--- src/rtl/mul_sequencer.sv ---
// Multi-cycle radix-2 shift-add multiplier for mul/mulh/mulhu.
// Holds the pipeline via stall while the 34-cycle sequence runs.
module mul_sequencer #(
  parameter int XLEN = 32
) (
  input  logic            clk,
  input  logic            rst,
  input  logic            start,
  input  logic [3:0]      aluop,
  input  logic            kill,
  input  logic [XLEN-1:0] rs1,
  input  logic [XLEN-1:0] rs2,
  output logic            stall,
  output logic            busy,
  output logic            done,
  output logic [XLEN-1:0] result
);

  localparam logic [3:0] OP_MUL   = 4'b0101;
  localparam logic [3:0] OP_MULH  = 4'b0110;
  localparam logic [3:0] OP_MULHU = 4'b0111;

  typedef enum logic [1:0] {IDLE, CALC, SIGN, DONE} state_t;

  state_t              state, state_nxt;
  logic [5:0]          cnt;
  logic [2*XLEN-1:0]   acc;
  logic [2*XLEN-1:0]   mcand;
  logic [XLEN-1:0]     mplier;
  logic [3:0]          op;
  logic                neg;

  logic                op_valid;
  logic                is_mulh;
  logic                accept;
  logic [XLEN-1:0]     a_in;
  logic [XLEN-1:0]     b_in;
  logic [2*XLEN-1:0]   prod_fix;
  logic [XLEN-1:0]     sel;

  assign op_valid = (aluop == OP_MUL) || (aluop == OP_MULH) || (aluop == OP_MULHU);
  assign is_mulh  = (aluop == OP_MULH);
  assign accept   = (state == IDLE) && start && op_valid && !kill;

  // mulh works on magnitudes; the sign is reapplied once in SIGN.
  assign a_in = (is_mulh && rs1[XLEN-1]) ? (~rs1 + 1'b1) : rs1;
  assign b_in = (is_mulh && rs2[XLEN-1]) ? (~rs2 + 1'b1) : rs2;

  assign prod_fix = neg ? (~acc + 1'b1) : acc;
  assign sel      = (op == OP_MUL) ? prod_fix[XLEN-1:0] : prod_fix[2*XLEN-1:XLEN];

  always_comb begin
    state_nxt = state;
    case (state)
      IDLE: if (accept) state_nxt = CALC;
      CALC: if (cnt == 6'(XLEN - 1)) state_nxt = SIGN;
      SIGN: state_nxt = DONE;
      DONE: state_nxt = IDLE;
      default: state_nxt = IDLE;
    endcase
    if (kill) state_nxt = IDLE;
  end

  always_ff @(posedge clk) begin
    if (rst) begin
      state  <= IDLE;
      cnt    <= '0;
      acc    <= '0;
      mcand  <= '0;
      mplier <= '0;
      op     <= '0;
      neg    <= 1'b0;
      result <= '0;
    end else begin
      state <= state_nxt;
      case (state)
        IDLE: begin
          if (accept) begin
            mcand  <= {{XLEN{1'b0}}, a_in};
            mplier <= b_in;
            op     <= aluop;
            neg    <= is_mulh & (rs1[XLEN-1] ^ rs2[XLEN-1]);
            acc    <= '0;
            cnt    <= '0;
          end
        end
        CALC: begin
          if (mplier[0]) acc <= acc + mcand;
          mcand  <= mcand << 1;
          mplier <= mplier >> 1;
          cnt    <= cnt + 6'd1;
        end
        SIGN: begin
          acc <= prod_fix;
          // A flush arriving in SIGN leaves the previous result visible.
          if (!kill) result <= sel;
        end
        default: ;
      endcase
    end
  end

  assign stall = accept || (state == CALC) || (state == SIGN);
  assign busy  = (state != IDLE);
  assign done  = (state == DONE) && !kill;

endmodule

--- config.mk ---
export PLATFORM = sky130hd
export DESIGN_NAME = mul_sequencer
export DESIGN_NICKNAME = d
export VERILOG_FILES = /design/src/rtl/mul_sequencer.sv
export SDC_FILE = /design/constraint.sdc
export NUM_CORES = 1
export LEC_CHECK = 0
export CORE_UTILIZATION = 45
export DETAILED_ROUTE_END_ITERATION = 6
export DONT_BUFFER_PORTS = 1
export GPL_TIMING_DRIVEN = 1
export PLACE_DENSITY = 0.58
export SYNTH_ARGS = -nofsm -noshare
export SYNTH_HDL_FRONTEND = slang
export SYNTH_SLANG_ARGS = --single-unit
--- constraint.sdc ---
create_clock -name clk -period 4.95 [get_ports clk]
set_clock_uncertainty 0.15 [all_clocks]
set_input_delay 1.485 -clock clk [delete_from_list [all_inputs] [get_ports clk]]
set_output_delay 1.485 -clock clk [all_outputs]
set_load 0.02 [all_outputs]
==> results.yml <==
synthesis:
  yosys.area_share.simple_pct: 24.4
  synth_area_sq_um: 15600
  synth_top_family_by_area: "compound AO/OA/AOI/OAI gates"
  synth_xor_area_share_pct: 9.53
  synth_top_area_share_pct: 26.3
  synthMuxAreaShare_pct: 0.849
  synth_cell_types: 83
  syn_nets: 2317
  synthAdderAreaFrac_pct: 5.90
  synth-seq-cells: 205
  ys_seq_area_share_pct: 26.3
  syn_area_per_cell_sq_um: 7.19
  synthCells: 2172
  synth_compound_gate_area_share_pct: 28.5
  ys_top_cells_by_area: "dfxtp_1 (26%), nand2_1 (7.7%), a21oi_1 (6.2%), ha_1 (5.8%), o21ai_0 (5.6%)"
  yosysTopAreaCell: "dfxtp_1"
  async_flop_share_pct: 0
  ys.flop_type: "dfxtp_1"
  synth-edff-count: 0
  ys_warn_count: 0
cells_and_area:
  nets: 2229
  layout_commonest_cell: "nand2_1"
  drive_gt1_share_pct: 5.38
  diodes: 0
  layout_common_cells: "nand2_1 (319), nor2_1 (224), dfxtp_1 (204), a21oi_1 (193), o21ai_0 (176)"
  fill_cells: 3434
  area_growth_pct: 7.41
clocking:
  cts_resized: 0
  clkTransAtPathRegs_ns: 0.06
  root_buffer: "clkbuf_16"
  clk_latency_ns: 0.55
  post_cts_buffers: 0
  cts-htree-levels: 1
  clock_sinks: 205
  cts-buffers-inserted: 26
  cts_tree: "done"
  cts_buffer_depth: 3
  ctsHoldBuffers: 0
worst_setup_path:
  cp_common_cell: "nand2_1"
  cp-startpoint: "aluop[3]"
  cp_num_buf_inv: 0
  crit_arrival_ns: 2.45
  cp.required_ns: 3.31
  cp_max_fo: 10
  crit_chain: "nand2b_1 -> nor4_1 -> nand2_1 -> nand2_1"
  start_kind: "primary input"
  cp_num_cells: 4
  crit_slowest_cell: "nand2_1"
  rrSetupSlack_ns: 1.01
  end_kind: "output pin"
  r2r_end: "acc[62]"
  cp_top_family: "simple AND/OR/NAND/NOR gates"
  cp-endpoint: "stall"
  r2r_start: "acc[53]"
  rr_worst_depth: 9
  timing_worst_setup_path_type: "in2out"
  cpPeakStageDelay_ns: 0.31
detailed_routing:
  met1_length_microns: 25900
  detail_route.wl_per_cell_microns: 21.9
  routed_wl_microns: 55900
  wl_met3_microns: 4340
  dr_wl_met2_microns: 23400
  ant_nets: 0
  num_vias: 16098
  drc: 0
  via_per_inst: 6.32
  first_pass_iters: 5
  detailedRoute.firstIterationViolations: 1441
  topRoutingLayerUsed: "met4"
sta:
  setup_violations: 0
  fin_setup_tns_ns: 0
  min_period_ns: 4.08
  hold_violations: 0
  max_freq_mhz: 245
  final_max_slew_viol_count: 0
  tightest_slew_ns: 1.06
  grt_setup_unrepaired: "no"
  holdWs_ns: 0.298
  max_slew_margin_pct: 29.5
  fin_crit_sh_pct: 82.5
power:
  leakage_nw: 6.04
  powerDensity_nw_per_um2: 229
  peakVddDrop_mv: 0.231
floorplan:
  core_region_area_sq_um: 33900
  rows: 67
  die_h_microns: 188
  initial_core_util_pct: 46.1
  fp.dieW_microns: 188
  dieArea_sq_um: 35500
  num_io_pins: 107
run_status:
  status: "complete, no violations"
global_route:
  grt_pass1_vias: 14806
  grt_pass1_wl_microns: 85700
  gr-usage-all-layers_pct: 30.6
  overflow: 0
  grt_max_degree: 171
  grt_antenna_before_repair: 1
run:
  cap_violations: 0
placed_design:
  place_hpwl_microns: 42300
  gp_routability_congestion: 1.00
  io_buffers: 0
hold_path:
  hold_path_class: "reg2reg"
-- per-layer routing --
metal | GRT usage (%) | vias to the layer above
met5 | 0 | -
met4 | 11.2 | 0
met3 | 5.96 | 115
met2 | 45.6 | 649
met1 | 43.4 | 7567
li1 | - | 7767
-- synthesized netlist by cell type, types with 6 or more instances --
cell type,instances
a31oi_1,11
or2_2,8
o31ai_1,29
o21ai_0,176
clkbuf_1,138
inv_1,34
ha_1,72
a2111oi_0,10
o41ai_1,14
buf_1,9
a221oi_1,21
xor2_1,87
o221ai_1,8
a21oi_1,193
xnor2_1,83
and2_1,6
nand3_1,49
o211ai_1,36
o21bai_1,16
nand2b_1,10
a22oi_1,42
dfxtp_1,205
or3_1,20
nand2_1,319
and3_1,12
nor4_1,19
nor3_1,79
nor2_1,224
o21a_1,9
a211oi_1,11
a21o_1,31
nand4_1,41
mux2i_1,11
o22ai_1,21
or4_1,18
-- per-stage QoR --
stage / instance area (sq um) / worst slack, ns / instances / power (mW) / util, %
2_1_floorplan: 15600 / 1.01 / 2172 / 1.88 / -
3_3_place_gp: 15900 / 0.883 / 2504 / 1.91 / 46.9
3_5_place_dp: 15900 / 0.895 / 2504 / 1.91 / 46.9
4_1_cts: 16800 / 0.888 / 2548 / 3.86 / 49.5
5_1_grt: 16800 / 0.753 / 2548 / 3.95 / 49.5
6_report: 16800 / 0.867 / 2548 / 3.83 / 49.5
-- registers in the layout, summed over array words and instances (netlist names) --
| register | cells |
|---|---|
| result | 32 |
| neg | 1 |
| cnt | 6 |
| mcand | 64 |
| mplier | 32 |
| state | 2 |
| acc | 64 |
| op | 4 |
-- how the worst min path moves through the flow --
stage | startpoint | endpoint | slack, ns | cells after the start
6_report | mplier[7] | mplier[7] | 0.30 | 2
5_1_grt | mplier[16] | mplier[16] | 0.32 | 2
4_1_cts | mplier[23] | mplier[23] | 0.30 | 2
3_5_place_dp | mplier[17] | mplier[17] | 0.29 | 2
3_3_place_gp | mplier[7] | mplier[7] | 0.29 | 2
2_1_floorplan | mplier[13] | mplier[13] | 0.28 | 2
-- cell families after synthesis --
family | Yosys count
AND/OR/NAND/NOR | 832
AO/OA/AOI/OAI | 693
flip-flops | 205
buffers and inverters | 186
XOR/XNOR | 170
adder cells (fa/ha/maj) | 73
multiplexers | 13
-- worst min-delay path: stages (launching register included) --
cell     delay (ns)
dfxtp_1        0.31
nand2_1        0.05
a21oi_1        0.05
-- report_power, final --
part           total [mW]  switching, mW  internal, mW  leakage, nW
sequential           1.68         0.0137          1.66         1.65
clock                1.96          0.763          1.19        0.426
combinational       0.202          0.128        0.0740         3.96
total                3.83          0.905          2.93         6.04
-- final cells by class --
cell class                      count  area (sq um)  area share, %
Inverter                           36           135          0.806
Tap cell                          448           561           3.34
Multi-Input combinational cell   1781         10800           64.6
Timing Repair Buffer               34           255           1.52
Clock buffer                       36           779           4.65
Clock inverter                      8          97.6          0.582
Sequential cell                   205          4110           24.5
Power figures use the tool's default switching activity.
